**src/rtl/pb_carry_pkg.sv**
```systemverilog
// Shared types and constants for the pre-bitstream carry resolver.
package pb_carry_pkg;

  typedef enum logic [2:0] {
    IDLE,
    SCAN,
    EMIT_PEND,
    EMIT_RUN,
    DONE
  } state_t;

  localparam logic [1:0] PB_NONE = 2'b00;
  localparam logic [1:0] PB_ONE  = 2'b01;
  localparam logic [1:0] PB_TWO  = 2'b10;

  localparam int         CARRY_BIT = 8;
  localparam logic [7:0] BYTE_FF   = 8'hFF;

  // Presence of {word _2, word _1} for one lane; the reserved code 11 reads as two words.
  function automatic logic [1:0] word_mask(input logic [1:0] flag);
    return {flag[1], flag != PB_NONE};
  endfunction

endpackage

```
**src/rtl/pb_word_selector.sv**
```systemverilog
// Picks the first present word at or after start_idx and reports whether it is the last one.
module pb_word_selector (
  input  logic [7:0] mask,
  input  logic [3:0] start_idx,
  output logic [2:0] sel_idx,
  output logic       found,
  output logic       last
);

  // Lowest present index >= start_idx, then look for any present index beyond it.
  always_comb begin
    sel_idx = '0;
    found   = 1'b0;
    last    = 1'b1;
    for (int i = 7; i >= 0; i--) begin
      if (mask[i] && (4'(i) >= start_idx)) begin
        sel_idx = 3'(i);
        found   = 1'b1;
      end
    end
    for (int i = 0; i < 8; i++) begin
      if (found && mask[i] && (3'(i) > sel_idx)) last = 1'b0;
    end
  end

endmodule

```
**src/rtl/pb_carry_resolver.sv**
```systemverilog
// Resolves carries in the four-lane pre-bitstream and emits the final byte stream in order.
module pb_carry_resolver
  import pb_carry_pkg::*;
#(
  parameter int PB_WIDTH  = 16,
  parameter int RUN_WIDTH = 16,
  parameter int NUM_LANES = 4
) (
  input  logic                general_clk,
  input  logic                reset,
  input  logic                in_valid,
  output logic                in_ready,
  input  logic [1:0]          pb_flag_1,
  input  logic [1:0]          pb_flag_2,
  input  logic [1:0]          pb_flag_3,
  input  logic [1:0]          pb_flag_4,
  input  logic [PB_WIDTH-1:0] pb_1_1,
  input  logic [PB_WIDTH-1:0] pb_1_2,
  input  logic [PB_WIDTH-1:0] pb_2_1,
  input  logic [PB_WIDTH-1:0] pb_2_2,
  input  logic [PB_WIDTH-1:0] pb_3_1,
  input  logic [PB_WIDTH-1:0] pb_3_2,
  input  logic [PB_WIDTH-1:0] pb_4_1,
  input  logic [PB_WIDTH-1:0] pb_4_2,
  input  logic                flush,
  output logic [7:0]          out_byte,
  output logic                out_valid,
  input  logic                out_ready,
  output logic                done,
  output logic                err
);

  localparam int NUM_WORDS = 2 * NUM_LANES;
  localparam logic [RUN_WIDTH-1:0] RUN_MAX = {RUN_WIDTH{1'b1}};

  state_t                 state, state_nxt, ret_state;
  logic [CARRY_BIT:0]     word_in  [NUM_WORDS];
  logic [CARRY_BIT:0]     words_p0 [NUM_WORDS];
  logic [NUM_WORDS-1:0]   mask_p0;
  logic [3:0]             idx;
  logic [2:0]             sel_idx;
  logic                   found, last;
  logic                   has_pending, flush_latched;
  logic [7:0]             pending, emit_byte, fill_byte;
  logic [RUN_WIDTH-1:0]   run;
  logic                   c;
  logic [7:0]             b;
  logic                   handshake;
  logic                   unused_hi;

  // Only carry and byte bits of each word matter; upper bits are dropped on entry.
  assign word_in[0] = pb_1_1[CARRY_BIT:0];
  assign word_in[1] = pb_1_2[CARRY_BIT:0];
  assign word_in[2] = pb_2_1[CARRY_BIT:0];
  assign word_in[3] = pb_2_2[CARRY_BIT:0];
  assign word_in[4] = pb_3_1[CARRY_BIT:0];
  assign word_in[5] = pb_3_2[CARRY_BIT:0];
  assign word_in[6] = pb_4_1[CARRY_BIT:0];
  assign word_in[7] = pb_4_2[CARRY_BIT:0];
  assign unused_hi  = ^{pb_1_1[PB_WIDTH-1:CARRY_BIT+1], pb_1_2[PB_WIDTH-1:CARRY_BIT+1],
                        pb_2_1[PB_WIDTH-1:CARRY_BIT+1], pb_2_2[PB_WIDTH-1:CARRY_BIT+1],
                        pb_3_1[PB_WIDTH-1:CARRY_BIT+1], pb_3_2[PB_WIDTH-1:CARRY_BIT+1],
                        pb_4_1[PB_WIDTH-1:CARRY_BIT+1], pb_4_2[PB_WIDTH-1:CARRY_BIT+1]};

  pb_word_selector u_sel (
    .mask      (mask_p0),
    .start_idx (idx),
    .sel_idx   (sel_idx),
    .found     (found),
    .last      (last)
  );

  assign c         = words_p0[sel_idx][CARRY_BIT];
  assign b         = words_p0[sel_idx][7:0];
  assign handshake = in_valid && in_ready;

  function automatic logic run_saturated(input logic [RUN_WIDTH-1:0] r);
    return r == RUN_MAX;
  endfunction

  // State register.
  always_ff @(posedge general_clk) begin
    if (reset) state <= IDLE;
    else       state <= state_nxt;
  end

  // Next-state decode and output drive; a carry or a non-FF byte forces emission.
  always_comb begin
    state_nxt = state;
    in_ready  = 1'b0;
    out_valid = 1'b0;
    out_byte  = '0;
    done      = 1'b0;
    case (state)
      IDLE: begin
        in_ready = !reset;
        if (in_valid && !reset)  state_nxt = SCAN;
        else if (flush_latched)  state_nxt = has_pending ? EMIT_PEND : DONE;
      end
      SCAN: begin
        if (!found)                                      state_nxt = IDLE;
        else if (has_pending && (c || (b != BYTE_FF)))   state_nxt = EMIT_PEND;
        else if (last)                                   state_nxt = IDLE;
      end
      EMIT_PEND: begin
        out_valid = 1'b1;
        out_byte  = emit_byte;
        if (out_ready) state_nxt = (run != '0) ? EMIT_RUN : ret_state;
      end
      EMIT_RUN: begin
        out_valid = 1'b1;
        out_byte  = fill_byte;
        if (out_ready && (run == RUN_WIDTH'(1))) state_nxt = ret_state;
      end
      DONE: begin
        done      = 1'b1;
        state_nxt = IDLE;
      end
      default: state_nxt = IDLE;
    endcase
  end

  // Input group capture (data only).
  always_ff @(posedge general_clk) begin
    if ((state == IDLE) && handshake) begin
      for (int k = 0; k < NUM_WORDS; k++) words_p0[k] <= word_in[k];
    end
  end

  // Pending byte, 0xFF run, emit register, flush latch and sticky error.
  always_ff @(posedge general_clk) begin
    if (reset) begin
      mask_p0       <= '0;
      idx           <= '0;
      has_pending   <= 1'b0;
      pending       <= '0;
      run           <= '0;
      emit_byte     <= '0;
      fill_byte     <= '0;
      ret_state     <= IDLE;
      flush_latched <= 1'b0;
      err           <= 1'b0;
    end else begin
      flush_latched <= flush_latched | flush;
      case (state)
        IDLE: begin
          if (handshake) begin
            mask_p0 <= {word_mask(pb_flag_4), word_mask(pb_flag_3),
                        word_mask(pb_flag_2), word_mask(pb_flag_1)};
            idx     <= '0;
            if ((pb_flag_1 == 2'b11) || (pb_flag_2 == 2'b11) ||
                (pb_flag_3 == 2'b11) || (pb_flag_4 == 2'b11)) err <= 1'b1;
          end else if (flush_latched && has_pending) begin
            emit_byte <= pending;
            fill_byte <= BYTE_FF;
            ret_state <= DONE;
          end
        end
        SCAN: begin
          if (found) begin
            idx <= {1'b0, sel_idx} + 4'd1;
            if (!has_pending) begin
              pending     <= b;
              has_pending <= 1'b1;
              if (c) err <= 1'b1;
            end else if (c) begin
              emit_byte <= pending + 8'd1;
              if (pending == BYTE_FF) err <= 1'b1;
              fill_byte <= 8'h00;
              pending   <= b;
              ret_state <= last ? IDLE : SCAN;
            end else if (b == BYTE_FF) begin
              if (run_saturated(run)) err <= 1'b1;
              else                    run <= run + 1'b1;
            end else begin
              emit_byte <= pending;
              fill_byte <= BYTE_FF;
              pending   <= b;
              ret_state <= last ? IDLE : SCAN;
            end
          end
        end
        EMIT_RUN: begin
          if (out_ready) run <= run - 1'b1;
        end
        DONE: begin
          has_pending   <= 1'b0;
          run           <= '0;
          flush_latched <= 1'b0;
        end
        default: ;
      endcase
    end
  end

endmodule

```
**config.mk**
```make
export PLATFORM = sky130hd
export DESIGN_NAME = pb_carry_resolver
export DESIGN_NICKNAME = d
export VERILOG_FILES = /design/src/rtl/pb_carry_pkg.sv /design/src/rtl/pb_word_selector.sv /design/src/rtl/pb_carry_resolver.sv
export SDC_FILE = /design/constraint.sdc
export NUM_CORES = 1
export LEC_CHECK = 0
export ABC_AREA = 1
export ABC_CLOCK_PERIOD_IN_PS = 7300
export CORE_ASPECT_RATIO = 2
export CORE_MARGIN = 5
export CORE_UTILIZATION = 25
export DETAILED_ROUTE_END_ITERATION = 8
export MAX_ROUTING_LAYER = met4
export PLACE_DENSITY = 0.44
export SLEW_MARGIN = 40
export SYNTH_ARGS = -nofsm -noshare
export SYNTH_HDL_FRONTEND = slang
export SYNTH_HIERARCHICAL = 1
export SYNTH_SLANG_ARGS = --single-unit
```
**constraint.sdc**
```tcl
create_clock -name general_clk -period 7.3 [get_ports general_clk]
set_input_delay 1.825 -clock general_clk [delete_from_list [all_inputs] [get_ports general_clk]]
set_output_delay 1.825 -clock general_clk [all_outputs]
set_load 0.02 [all_outputs]
```
## After elaboration in Yosys (flattened, before gate mapping)

Memories as Yosys holds them, arrays and structs flattened.
Index checks and enable logic that the tools add are counted.

| word-level totals | value |
|---|---|
| latch bits | 0 |
| memories | 1 |
| register bits | 61 |
| RAM bits | 72 |
| input port bits | 141 |
| word-level logic and storage cells | 207 |
| output and inout bits | 12 |
| bits in read-only memories | 0 |

Memory list:

| name | depth | width | read ports | clocked after Yosys merged registers in | wr ports | RTL line | source |
|---|---|---|---|---|---|---|---|
| words_p0 | 8 | 9 | 1 | 0 | 8 | pb_carry_resolver.sv:38 | `logic [CARRY_BIT:0] words_p0 [NUM_WORDS];` |

| cells by class | value |
|---|---|
| reductions and logical operators | 54 |
| $lt $le $gt $ge | 16 |
| muxes and demuxes | 87 |
| divide/modulo/power cells | 0 |
| eq/ne operators | 33 |
| shifts and indexed selects | 0 |
| bitwise logic cells | 1 |
| add/sub/neg operators | 4 |
| $mul | 0 |

Operator list:

| kind | count |
|---|---|
| $mux 8 | 15 |
| $mux 16 | 6 |
| $mux 3 | 23 |
| $pmux 16 s3 | 1 |
| $pmux 8 s2 | 3 |
| $mux 1 | 32 |
| $logic_and 1x1->1 | 30 |
| $ne 2x2->1 const B | 10 |
| $ne 3x3->1 const B | 6 |
| $add 16x1->16 const B | 1 |
| $eq 16x1->1 const B | 1 |
| $eq 16x16->1 const B | 1 |
| $eq 8x8->1 const B | 2 |
| $ge 3x4->1 const A | 4 |
| $reduce_bool 16->1 | 1 |
| $sub 16x1->16 const B | 1 |
| $gt 3x3->1 const A | 4 |
| $pmux 3 s4 | 1 |
| $reduce_bool 2->1 | 6 |
| $add 8x1->8 const B | 1 |
| $eq 2x2->1 const B | 4 |
| $ge 1x4->1 const A | 2 |
| $ge 2x4->1 const A | 2 |
| $mux 4 | 2 |
| other kinds (24) | 36 |

## Logic depth before layout (Yosys ltp)

| logic depth | value |
|---|---|
| depth in word-level cells | 26 |
| depth in mapped cells | 28 |
| depth with buffers taken out | 27 |

## Modules after synthesis

The synthesis kept the hierarchy.

By module, submodules not included:

| module | cells each | sequential area each (sq um) | instances | area each (sq um) |
|---|---|---|---|---|
| pb_carry_resolver | 826 | 3223.1 | 1 | 6463.7 |
| pb_word_selector | 59 | 0.0 | 1 | 275.3 |

## Least setup slack after synthesis

Ideal clock, no wire load.

| timing path | value |
|---|---|
| path type | input port to flip-flop |
| start point | input port reset |
| end point | register idx[1] |
| path buffers | 1 |
| setup time | 0.132 ns |
| slack | 0.820 ns |
| arrival | 6.348 ns |
| data required time | 7.168 ns |
| stages | 9 |
| path through | clkbuf_1 > inv_1 > nand2_1 > nor2_1 > nor2_1 > nor2_1 > inv_1 > nand2_1 > a21oi_1 |

| between the ends | value |
|---|---|
| longest elaborated chain between the ends | 5 |

Ends and longest elaborated chain:

| element | RTL line | source |
|---|---|---|
| from (decl) | pb_carry_resolver.sv:10 | `input logic reset,` |
| $logic_not 1->1 | pb_carry_resolver.sv:96 | `in_ready = !reset;` |
| $mux 1 | pb_carry_resolver.sv:94 | `case (state)` |
| $logic_and 1x1->1 | pb_carry_resolver.sv:75 | `assign handshake = in_valid && in_ready;` |
| $ne 2x2->1 (no line) | - |  |
| $reduce_and 3->1 (no line) | - |  |
| to (signal assigned) | pb_carry_resolver.sv:161 | `idx <= {1'b0, sel_idx} + 4'd1;` |
| to (decl) | pb_carry_resolver.sv:40 | `logic [3:0] idx;` |

Several ways; a longest one is shown, not always the timed one.
A chain may end at the register's enable or synchronous reset.

## Worst setup path in the final report

| timing path | value |
|---|---|
| start point | input port reset |
| end point | output port in_ready |

| between the ends | value |
|---|---|
| longest elaborated chain between the ends | 2 |

Ends and longest elaborated chain:

| element | RTL line | source |
|---|---|---|
| $logic_not 1->1 | pb_carry_resolver.sv:96 |  |
| $mux 1 | pb_carry_resolver.sv:94 |  |
| to (decl) | pb_carry_resolver.sv:12 | `output logic in_ready,` |

No other way between the ends.

==> reports/results.txt <==
worst-path cell chain -> clkdlybuf4s50_1 -> nor2_1 -> clkdlybuf4s50_1
Buffers on Ports -> 96
pre-CTS setup slack -> 2.49 ns
Sw Ratio -> 42.9%
pin count of the biggest net entering global routing -> 79
DPL Wire Length -> 14300 um
Most Frequent Cell on Critical Path -> clkdlybuf4s50_1
Max Cap Violations -> 0
Ys Warns -> 6
Syn Area/Cell -> 7.61 sq um
Synth Area in XOR/XNOR -> 2.47%
crit path kind -> primary input to primary output
Sink Count -> 125
Remaining DRCs -> 0
commonest non-fill, non-tap cell in the layout -> nand2_1
Worst EP required -> 5.48 ns
vias per inst -> 4.34
critical path arrival -> 2.99 ns
cell row count -> 85
vias in the first global route -> 5907
EDFF count, synth -> 72
Async SR Flop Fraction -> 0%
Filler cells -> 2915
Post-Synth Adder-Cell Area -> 1.11%
Clock Power Share -> 27.5%
fin crit period -> 4.82 ns
Multi-input gate area -> 2870 sq um
Hold WC Path Type -> flop to flop
Max-slew headroom -> 52.4%
GRT Residual Overflow -> 0
Cell Area, Synth -> 6740 sq um
slack of the critical path -> 2.48 ns
multiplexer area fraction after synthesis -> 0.446%
status -> finished clean
antenna-violating nets left -> 0
clock tree buffer depth -> 2
Final period util -> 66.0%
Slew Limit Fails -> 0
CTS buffer count -> 17
worst slew pin tran -> 0.714 ns
Worst IR Drop VDD -> 0.182 mV
Initial Util -> 25.1%
root buf cell -> clkbuf_16
Setup-failing EPs final -> 0
slowest CP cell -> clkdlybuf4s50_1
Leak Pwr -> 3.69 nW
P_sw -> 1.46 mW
Synth Register Bits -> 125
Distinct cells, synth -> 41
Comb power frac -> 44.4%
clock transition at the registers of the reported paths -> 0.06 ns
final WL -> 18900 um
core box area -> 26800 sq um
DRT Pass-1 Iters -> 4
Skew-Pair Late Insertion Delay -> 0.43 ns
crit end category -> primary output
Post-CTS Setup Bufs -> 0
I/O Pins -> 153
skew final -> 0.00910 ns
Power per Cell Area -> 395 nW/um^2
layout cell share with drive strength beyond 1 -> 8.40%
combinational family with the most area after synthesis -> simple AND/OR/NAND/NOR gates
register area share after synthesis -> 47.8%
# resized after CTS -> 0
die area -> 30500 sq um
WL per Instance -> 14.2 um
die width -> 126 um
Post-Synth Simple-Gate Area -> 28.6%
Synth area leader -> edfxtp_1
internal power -> 1.95 mW
TritonCTS clock tree -> yes
crit path max fanout -> 2
Flop pwr share -> 28.0%
startpoint type of the worst setup path -> primary input
commonest cells after routing, fill and taps aside -> 291 x nand2_1, 115 x inv_1, 96 x clkdlybuf4s50_1
Net count, final -> 1122
hold buffers post-CTS -> 0
initial drt markers -> 240
syn_nets -> 1032
Max stage delay on crit path -> 0.62 ns
GRT Total Usage -> 12.9%
first-pass GRT wire length -> 29500 um
Compound-Gate Fraction of Synth Area -> 9.73%
total power -> 3.42 mW
top cell type's share of synthesized area -> 32.1%
synth top area cells -> edfxtp_1 32%, nand2_1 16%, dfxtp_1 16%
storage element area -> 3220 sq um
initial antenna violation count -> 0
Main synth FF type -> edfxtp_1
Area Growth Syn to Fin -> 28.5%
DR vias -> 5803
Setup TNS Final -> 0 ns
final antenna diode count -> 0
Synth Instances -> 885
DIE HEIGHT -> 242 um
H-tree Lvls -> 4
RSZ-0062 raised after global routing -> no
f_max -> 208 MHz
GPL Wtd Cong -> 0.829
Final Hold Vio Count -> 0
-- layer usage --
metal,vias to the layer above,wire length [um],GRT usage (%)
li1,3015,-,-
met1,2638,6470,10.8
met2,106,11100,25.8
met3,44,607,2.98
met4,0,711,6.13
met5,-,0,-
-- worst max-delay path: cells and delay by family --
family                 cells  cell delay (ns)
and+or+nand+nor            1             0.12
buffers and inverters      2             1.04
-- metrics by stage --
step                      hold WS, ns  cell area (sq um)  cells  utilization [%]
after global placement          0.439               8000   1304             29.9
after detailed placement        0.439               8010   1304             29.9
final                           0.448               8660   1336             32.3
after global routing            0.467               8660   1336             32.3
after CTS                       0.447               8660   1336             32.3
after floorplan                 0.422               6740    885                -
-- power groups by stage --
stage | Clock (mW) | Sequential (mW) | Combinational [mW]
detailed placement | 0 | 0.975 | 1.56
CTS | 0.968 | 0.960 | 1.56
floorplan | 0 | 0.954 | 1.16
global placement | 0 | 0.975 | 1.55
global route | 0.990 | 0.973 | 1.73
finish | 0.940 | 0.958 | 1.52
-- final timing paths --
path | startpoint | to | slack [ns] | cells past startpoint
hold / removal | emit_byte[7] | emit_byte[7] | 0.45 | 2
setup reg to reg | idx[3] | emit_byte[1] | 3.34 | 25
hold reg to reg | emit_byte[7] | emit_byte[7] | 0.45 | 2
setup / recovery | reset | in_ready | 2.48 | 3
-- layout make-up --
cell class | count | share of cell area, %
Sequential cell | 125 | 37.2
Multi-Input combinational cell | 603 | 33.1
Timing Repair Buffer | 103 | 11.8
Inverter | 125 | 5.45
Tap cell | 348 | 5.03
Clock buffer | 18 | 4.96
Clock inverter | 14 | 2.49
-- cell families (layout without fill, tap and decap cells) --
logic type      count (synthesis)  in the layout
fa+ha+maj                       6              6
mux                             3              3
compound gates                110            110
flops                         125            125
buf+inv                       157            260
simple gates                  465            465
xor+xnor                       19             19
-- synth_stat cells, types with 2 or more instances --
library cell and instances:
o211ai_2 3, inv_1 115, nand2_2 6, o22ai_1 7
nor2_2 6, dfxtp_1 53, o31ai_1 4, a21oi_2 7
mux2i_1 3, nand4_1 8, xnor2_1 3, buf_2 6
xor2_1 16, nor2_1 70, a31oi_1 3, a21oi_1 45
o21ai_1 4, o21ai_2 4, or2_2 4, o21ai_0 28
nor3_1 11, clkbuf_1 15, ha_1 6, o32ai_1 2
nand3_1 65, edfxtp_1 72, inv_2 8, nand2_1 291
buf_6 5, buf_4 4
-- registers in the layout, summed over array words and instances, names as in the netlist, 2 cells and up --
signal	flops
emit_byte	8
idx	4
mask_p0	8
pending	8
ret_state	2
run	16
state	3
words_p0	72
No activity file was read; power rests on OpenSTA's default activity.
